[config.mk]
export PLATFORM = sky130hd
export DESIGN_NAME = alu_div_arb
export DESIGN_NICKNAME = d
export VERILOG_FILES = /design/src/rtl/alu_div_arb.sv
export SDC_FILE = /design/constraint.sdc
export NUM_CORES = 1
export LEC_CHECK = 0
export ABC_CLOCK_PERIOD_IN_PS = 18800
export BUFFER_PORTS_ARGS = -buffer_cell sky130_fd_sc_hd__buf_4
export CORE_MARGIN = 3
export CORE_UTILIZATION = 30
export DETAILED_ROUTE_END_ITERATION = 8
export SKIP_LAST_GASP = 1
export SYNTH_ARGS = -nofsm -noshare
export SYNTH_HDL_FRONTEND = slang
export SYNTH_SLANG_ARGS = --single-unit
[constraint.sdc]
create_clock -name clk -period 18.8 [get_ports clk]
set_input_delay 4.7 -clock clk [delete_from_list [all_inputs] [get_ports clk]]
set_output_delay 4.7 -clock clk [all_outputs]
set_load 0.05 [all_outputs]
[src/rtl/alu_div_arb.sv]
// Round-robin arbiter/sequencer sharing one multi-cycle alu_div between two requesters.
// Define DIV_CACHE_EN to add a one-entry {funct,op1,op2,result} cache that bypasses the divider.
module alu_div_arb #(
    parameter int XLEN           = 32,
    parameter int TIMEOUT_CYCLES = 64,
    parameter int CNT_W          = 7
) (
    input  logic            clk,
    input  logic            Reset,
    input  logic            req0_valid_i,
    output logic            req0_ready_o,
    input  logic [4:0]      req0_funct_i,
    input  logic [XLEN-1:0] req0_op1_i,
    input  logic [XLEN-1:0] req0_op2_i,
    input  logic            req1_valid_i,
    output logic            req1_ready_o,
    input  logic [4:0]      req1_funct_i,
    input  logic [XLEN-1:0] req1_op1_i,
    input  logic [XLEN-1:0] req1_op2_i,
    output logic [1:0]      rsp_valid_o,
    input  logic [1:0]      rsp_ready_i,
    output logic [XLEN-1:0] rsp_data_o,
    output logic            rsp_err_o,
    output logic            div_stb_o,
    output logic [4:0]      div_funct_o,
    output logic [XLEN-1:0] div_op1_o,
    output logic [XLEN-1:0] div_op2_o,
    input  logic [XLEN-1:0] div_res_i,
    input  logic            div_done_i,
    output logic            busy_o
);

    typedef enum logic [1:0] {S_IDLE, S_ISSUE, S_WAIT, S_RESP} state_t;

    state_t           state_q, state_d;
    logic             rr_ptr, owner, grant, accept, timeout, cache_hit;
    logic [CNT_W-1:0] cnt_q;
    logic [4:0]       sel_funct;
    logic [XLEN-1:0]  sel_op1, sel_op2, cache_res;

    // A lone valid port wins outright; rr_ptr only breaks ties.
    assign grant        = (req0_valid_i && req1_valid_i) ? rr_ptr : req1_valid_i;
    assign accept       = (state_q == S_IDLE) && (req0_valid_i || req1_valid_i) && !Reset;
    assign req0_ready_o = accept && !grant;
    assign req1_ready_o = accept && grant;

    assign sel_funct = grant ? req1_funct_i : req0_funct_i;
    assign sel_op1   = grant ? req1_op1_i   : req0_op1_i;
    assign sel_op2   = grant ? req1_op2_i   : req0_op2_i;

    assign timeout     = (cnt_q == CNT_W'(TIMEOUT_CYCLES - 1));
    assign div_stb_o   = (state_q == S_ISSUE);
    assign busy_o      = (state_q != S_IDLE);
    assign rsp_valid_o = (state_q == S_RESP) ? {owner, ~owner} : 2'b00;

`ifdef DIV_CACHE_EN
    logic            cache_valid;
    logic [4:0]      cache_funct;
    logic [XLEN-1:0] cache_op1, cache_op2;

    assign cache_hit = cache_valid && (cache_funct == sel_funct) &&
                       (cache_op1 == sel_op1) && (cache_op2 == sel_op2);

    // Operands are still held on the div_* outputs when the result comes back.
    always_ff @(posedge clk or posedge Reset) begin
        if (Reset) begin
            cache_valid <= 1'b0;
            cache_funct <= '0;
            cache_op1   <= '0;
            cache_op2   <= '0;
            cache_res   <= '0;
        end else if (state_q == S_WAIT && div_done_i) begin
            cache_valid <= 1'b1;
            cache_funct <= div_funct_o;
            cache_op1   <= div_op1_o;
            cache_op2   <= div_op2_o;
            cache_res   <= div_res_i;
        end
    end
`else
    assign cache_hit = 1'b0;
    assign cache_res = '0;
`endif

    always_ff @(posedge clk or posedge Reset) begin
        if (Reset) state_q <= S_IDLE;
        else       state_q <= state_d;
    end

    always_comb begin
        state_d = state_q;
        case (state_q)
            S_IDLE:  if (accept) state_d = cache_hit ? S_RESP : S_ISSUE;
            S_ISSUE: state_d = S_WAIT;
            S_WAIT:  if (div_done_i || timeout) state_d = S_RESP;
            S_RESP:  if (rsp_ready_i[owner]) state_d = S_IDLE;
            default: state_d = S_IDLE;
        endcase
    end

    // Done has priority over timeout when both land in the same WAIT cycle.
    always_ff @(posedge clk or posedge Reset) begin
        if (Reset) begin
            rr_ptr      <= 1'b0;
            owner       <= 1'b0;
            cnt_q       <= '0;
            div_funct_o <= '0;
            div_op1_o   <= '0;
            div_op2_o   <= '0;
            rsp_data_o  <= '0;
            rsp_err_o   <= 1'b0;
        end else begin
            case (state_q)
                S_IDLE: begin
                    if (accept) begin
                        div_funct_o <= sel_funct;
                        div_op1_o   <= sel_op1;
                        div_op2_o   <= sel_op2;
                        owner       <= grant;
                        rr_ptr      <= ~grant;
                        if (cache_hit) begin
                            rsp_data_o <= cache_res;
                            rsp_err_o  <= 1'b0;
                        end
                    end
                end
                S_ISSUE: cnt_q <= '0;
                S_WAIT: begin
                    cnt_q <= cnt_q + CNT_W'(1);
                    if (div_done_i) begin
                        rsp_data_o <= div_res_i;
                        rsp_err_o  <= 1'b0;
                    end else if (timeout) begin
                        rsp_data_o <= {XLEN{1'b1}};
                        rsp_err_o  <= 1'b1;
                    end
                end
                default: ;
            endcase
        end
    end

endmodule

# Yosys cells after proc, flatten, opt, wreduce, memory -nomap -nowiden
# Index checks and enable logic that the tools add are counted.
[classes]
n_addsub = 1
order_cmp = 1
n_eq_ne = 7
n_mux = 16
bitwise_logic = 2
reduce_logical = 16
[op_table]
columns = ["op", "n"]
rows = [
  ["2-to-1 mux 32 bit", 4],
  ["case mux 7 bit (2 select lines)", 1],
  ["2-to-1 mux 2 bit", 4],
  ["case mux 2 bit (4 select lines)", 1],
  ["adder 7 x 1 -> 7 bit (second input constant)", 1],
  ["== test 7 x 6 -> 1 bit (second input constant)", 1],
  ["nonzero test 2 bit", 3],
  ["logical AND 1 bit", 5],
  ["2-to-1 mux 1 bit", 5],
  ["2-to-1 mux 5 bit", 1],
  ["== test 2 bit (second input constant)", 2],
  ["inequality test 2 bit (second input constant)", 2],
  ["AND reduction 2 bit", 2],
  ["AND reduction 3 bit", 1],
  ["== test 2 x 1 -> 1 bit (second input constant)", 1],
  ["zero test 1 bit", 2],
  ["zero test 2 bit", 1],
  ["logical OR 1 bit", 2],
  ["less-than comparator 1 x 2 -> 1 bit (second input constant)", 1],
  ["inequality test 2 x 1 -> 1 bit (second input constant)", 1],
  ["NOT 1 bit", 2],
]
[totals]
regBits = 113
output_inout_bits = 108
wordCells = 52

# Longest topological paths before layout
[depth]
word_depth = 5
ltp_mapped = 8
ltp_nobuf = 6

# Least setup slack after synthesis
# OpenSTA, ideal clock, no wires.
[synth_path]
path_kind = "input port to output port"
start = "input Reset"
end = "output req1_ready_o"
arrival_ns = 7.943
t_required_ns = 14.100
setup_slack_ns = 6.157
stages = 4
n_path_buf = 2
path_cell_list = "inv_1 -> o2111a_1 -> buf_2 -> buf_2"
[synth_via]
elab_chain_len = 3
[synth_rtl]
columns = ["element", "line_no", "text"]
rows = [
  ["from (decl)", "9", "input logic Reset,"],
  ["zero test 1 bit (no line)", "--", ""],
  ["logical AND 1 bit", "43", "assign accept = (state_q == S_IDLE) && (req0_valid_i || req1_valid_i) && !Reset;"],
  ["logical AND 1 bit", "45", "assign req1_ready_o = accept && grant;"],
  ["to (decl)", "16", "output logic req1_ready_o,"],
]
# No other way between the ends.

# Worst setup path after layout
# Same ends and word-level chain as after synthesis.

==> results.toml <==
[outcome]
status = "complete, no violations"

[timing]
report.final.slew_viol_count = 0
hold_viol = 0
hold_slack_ns = 0.489
rsz0062_at_grt = "false"
fin_crit_sh_pct = 55.6
fin_tns_setup_ns = 0
tightest_slew_ns = 1.09
fmax_mhz = 95.6
finalSetupViolations = 0
max-slew-margin-rel_pct = 27.2
period_needed_ns = 10.46
worst_clock_skew_ns = 0.00726

[clock_tree]
cts_buffers = 17
cts_resized = 0
htreeDepth = 4
clk_pin_slew_ns = 0.05
cts_tree = "built"
clock_sinks = 113
cts_setup_buffers = 0
ctsRootBufferMaster = "clkbuf_16"
ctsHoldBuffers = 0
max-clock-path-buffers = 2
clkLatencyLatePin_ns = 0.40

[power]
p_leak_nw = 3.85
power_density_nw_per_um2 = 203
vdd_ir_drop_max_v = 0.000110

[setup_path]
setup.worst_path.class = "in -> out"
startpoint_type = "input port"
cp_common_cell = "buf_4"
crit_path_end_kind = "output pin"
worst-path-buf-inv = 3
critPathArrivalTime_ns = 5.76
required_ns = 14.10
path_depth = 4
critPathLaunch = "Reset"
r2r_slack_ns = 16.53
crit_family = "buffers and inverters"
critPathMaxFanout = 45
reg2reg_from = "state_q[0]$_DFFE_PP0P_"
worstPathCellList = "buf_4 -> inv_4 -> o2111a_2 -> buf_4"
crit_end = "req1_ready_o"
timing.rr.end = "rsp_data_o[30]$_DFFE_PP0P_"
r2r_cells = 4
cpMaxStageDelayCell = "inv_4"
critPathMaxStageDelay_ns = 0.38

[detailed_routing]
drtPass1Iterations = 4
via_per_inst = 4.76
drcViolationCount = 0
vias = 4503
drt_iter0_drc = 250
wl_mm = 15.4
avgRoutedWirePerCell_um = 16.3
postRouteAntennaNets = 0

[logic_synthesis]
ys_seq_area_share_pct = 58.1
yosys_warnings = 0
synth_area_leaders = "dfrtp_1, a22oi_1, nand2_1"
synth-main-ff-cell = "dfrtp_1"
synth_cells = 447
syn_area_um2 = 4870
synth_edf_count = 0
yosys.area.top_type = "dfrtp_1"
netlist.area_leader.share_pct = 58.1
yosysMostFrequentCell = "nand2_1"
async_flop_share_pct = 100
ys_top_cells_by_count = "nand2_1, dfrtp_1, a22oi_1"
syn_nets = 630
synth_area_per_cell_um2 = 10.9
ys_ff_latch = 113
ys_types = 35

[floorplanning]
rows = 45
fp.dieH_um = 133
ios = 285
die_x_um = 133
die_area_um2 = 17800
coreArea_um2 = 15500
initial_core_util_pct = 31.3

[place]
io_buffers = 284
place_area_um2 = 7040
gp_congestion = 0.797
dp_hpwl_mm = 11.2

[grt]
grt_max_degree = 72
grt_pass1_vias = 4720
grtUsageTotal_pct = 17.0
grt-ovfl-total = 0
grt_pass1_wl_mm = 24.0
antenna_found_initial = 0

[finish]
utilization_pct = 49.4
layout-drive-gt1-share_pct = 44.6
nNetsFinal = 906
area_growth_pct = 57.8
antenna_cells = 0
design_area_um2 = 7680

[flow_run]
cap_violations = 0

[min_path]
hold_path_class = "reg -> reg"
[sequential cells by signal, indices dropped and copies added (netlist names)]
signal	flops
div_op1_o	32
div_op2_o	32
rsp_data_o	32
cnt_q	7
div_funct_o	5
state_q	2
owner	1
rr_ptr	1
rsp_err_o	1
[worst min path at each step]
stage | to | start | depth (start not counted) | slack, ns
floorplan | cnt_q[5]$_DFFE_PP0P_ | cnt_q[5]$_DFFE_PP0P_ | 1 | 0.50
global placement | rsp_data_o[21]$_DFFE_PP0P_ | rsp_data_o[21]$_DFFE_PP0P_ | 1 | 0.47
detailed placement | rsp_data_o[28]$_DFFE_PP0P_ | rsp_data_o[28]$_DFFE_PP0P_ | 1 | 0.48
CTS | rsp_data_o[5]$_DFFE_PP0P_ | rsp_data_o[5]$_DFFE_PP0P_ | 1 | 0.49
global route | rsp_data_o[0]$_DFFE_PP0P_ | rsp_data_o[0]$_DFFE_PP0P_ | 1 | 0.51
finish | rsp_data_o[5]$_DFFE_PP0P_ | rsp_data_o[5]$_DFFE_PP0P_ | 1 | 0.49
[report_power, final]
group / switching, W / total, W / internal (W) / leakage [nW]
combinational: 0.000542 / 0.000797 / 0.000254 / 2.16
clock: 0.000111 / 0.000346 / 0.000235 / 0.302
sequential: 0.0000653 / 0.000416 / 0.000351 / 1.38
[final cells by class]
cell class / instances / area [µm²]
sequential: 113 / 2830
multi-input combinational: 292 / 1740
inverter: 11 / 43.8
tap: 211 / 264
fill: 1474 / 7860
clock buffer: 18 / 429
timing repair buffer: 288 / 2160
clock inverter: 14 / 213
[cell families after synthesis]
logic type,after synthesis,synth area share [%]
muxes,2,0.437
buffers and inverters,42,6.40
and+or+nand+nor,158,13.3
AOI/OAI and AO/OA,126,20.2
DFF,113,58.1
adders and majority gates,6,1.54
[through the flow]
| stage | worst slack (ns) | instances | total power (W) |
|---|---|---|---|
| floorplan | 6.16 | 447 | 0.000971 |
| global placement | 8.30 | 915 | 0.00121 |
| detailed placement | 8.28 | 915 | 0.00122 |
| CTS | 8.28 | 947 | 0.00158 |
| global route | 8.20 | 947 | 0.00164 |
| finish | 8.34 | 947 | 0.00156 |
[cells in the final DEF, fill, tap and decap left out, types with 2 or more instances in the layout]
master | Yosys | routed
buf_4 | 1 | 288
nand2_1 | 142 | 142
dfrtp_1 | 113 | 113
a22oi_1 | 71 | 71
o22a_1 | 30 | 30
clkbuf_16 | 0 | 17
inv_1 | 11 | 10
o21ai_0 | 7 | 7
ha_1 | 6 | 6
nand3_1 | 5 | 5
bufinv_16 | 0 | 5
a21oi_1 | 4 | 4
clkinvlp_4 | 0 | 4
clkinv_2 | 0 | 3
nor2_1 | 2 | 2
a21o_1 | 2 | 2
o22a_2 | 2 | 2
nor3b_1 | 2 | 2
o22ai_1 | 2 | 2
[routing by layer]
metal	vias up	routed length (µm)	track usage, %	part of all wire [%]
li1	2122	-	-	-
met1	2125	5910	19.1	38
met2	233	7710	28.8	50
met3	23	1520	7.02	9.9
met4	0	286	6.57	1.9
met5	-	0	0	0
(Power assumes the default switching activity.)
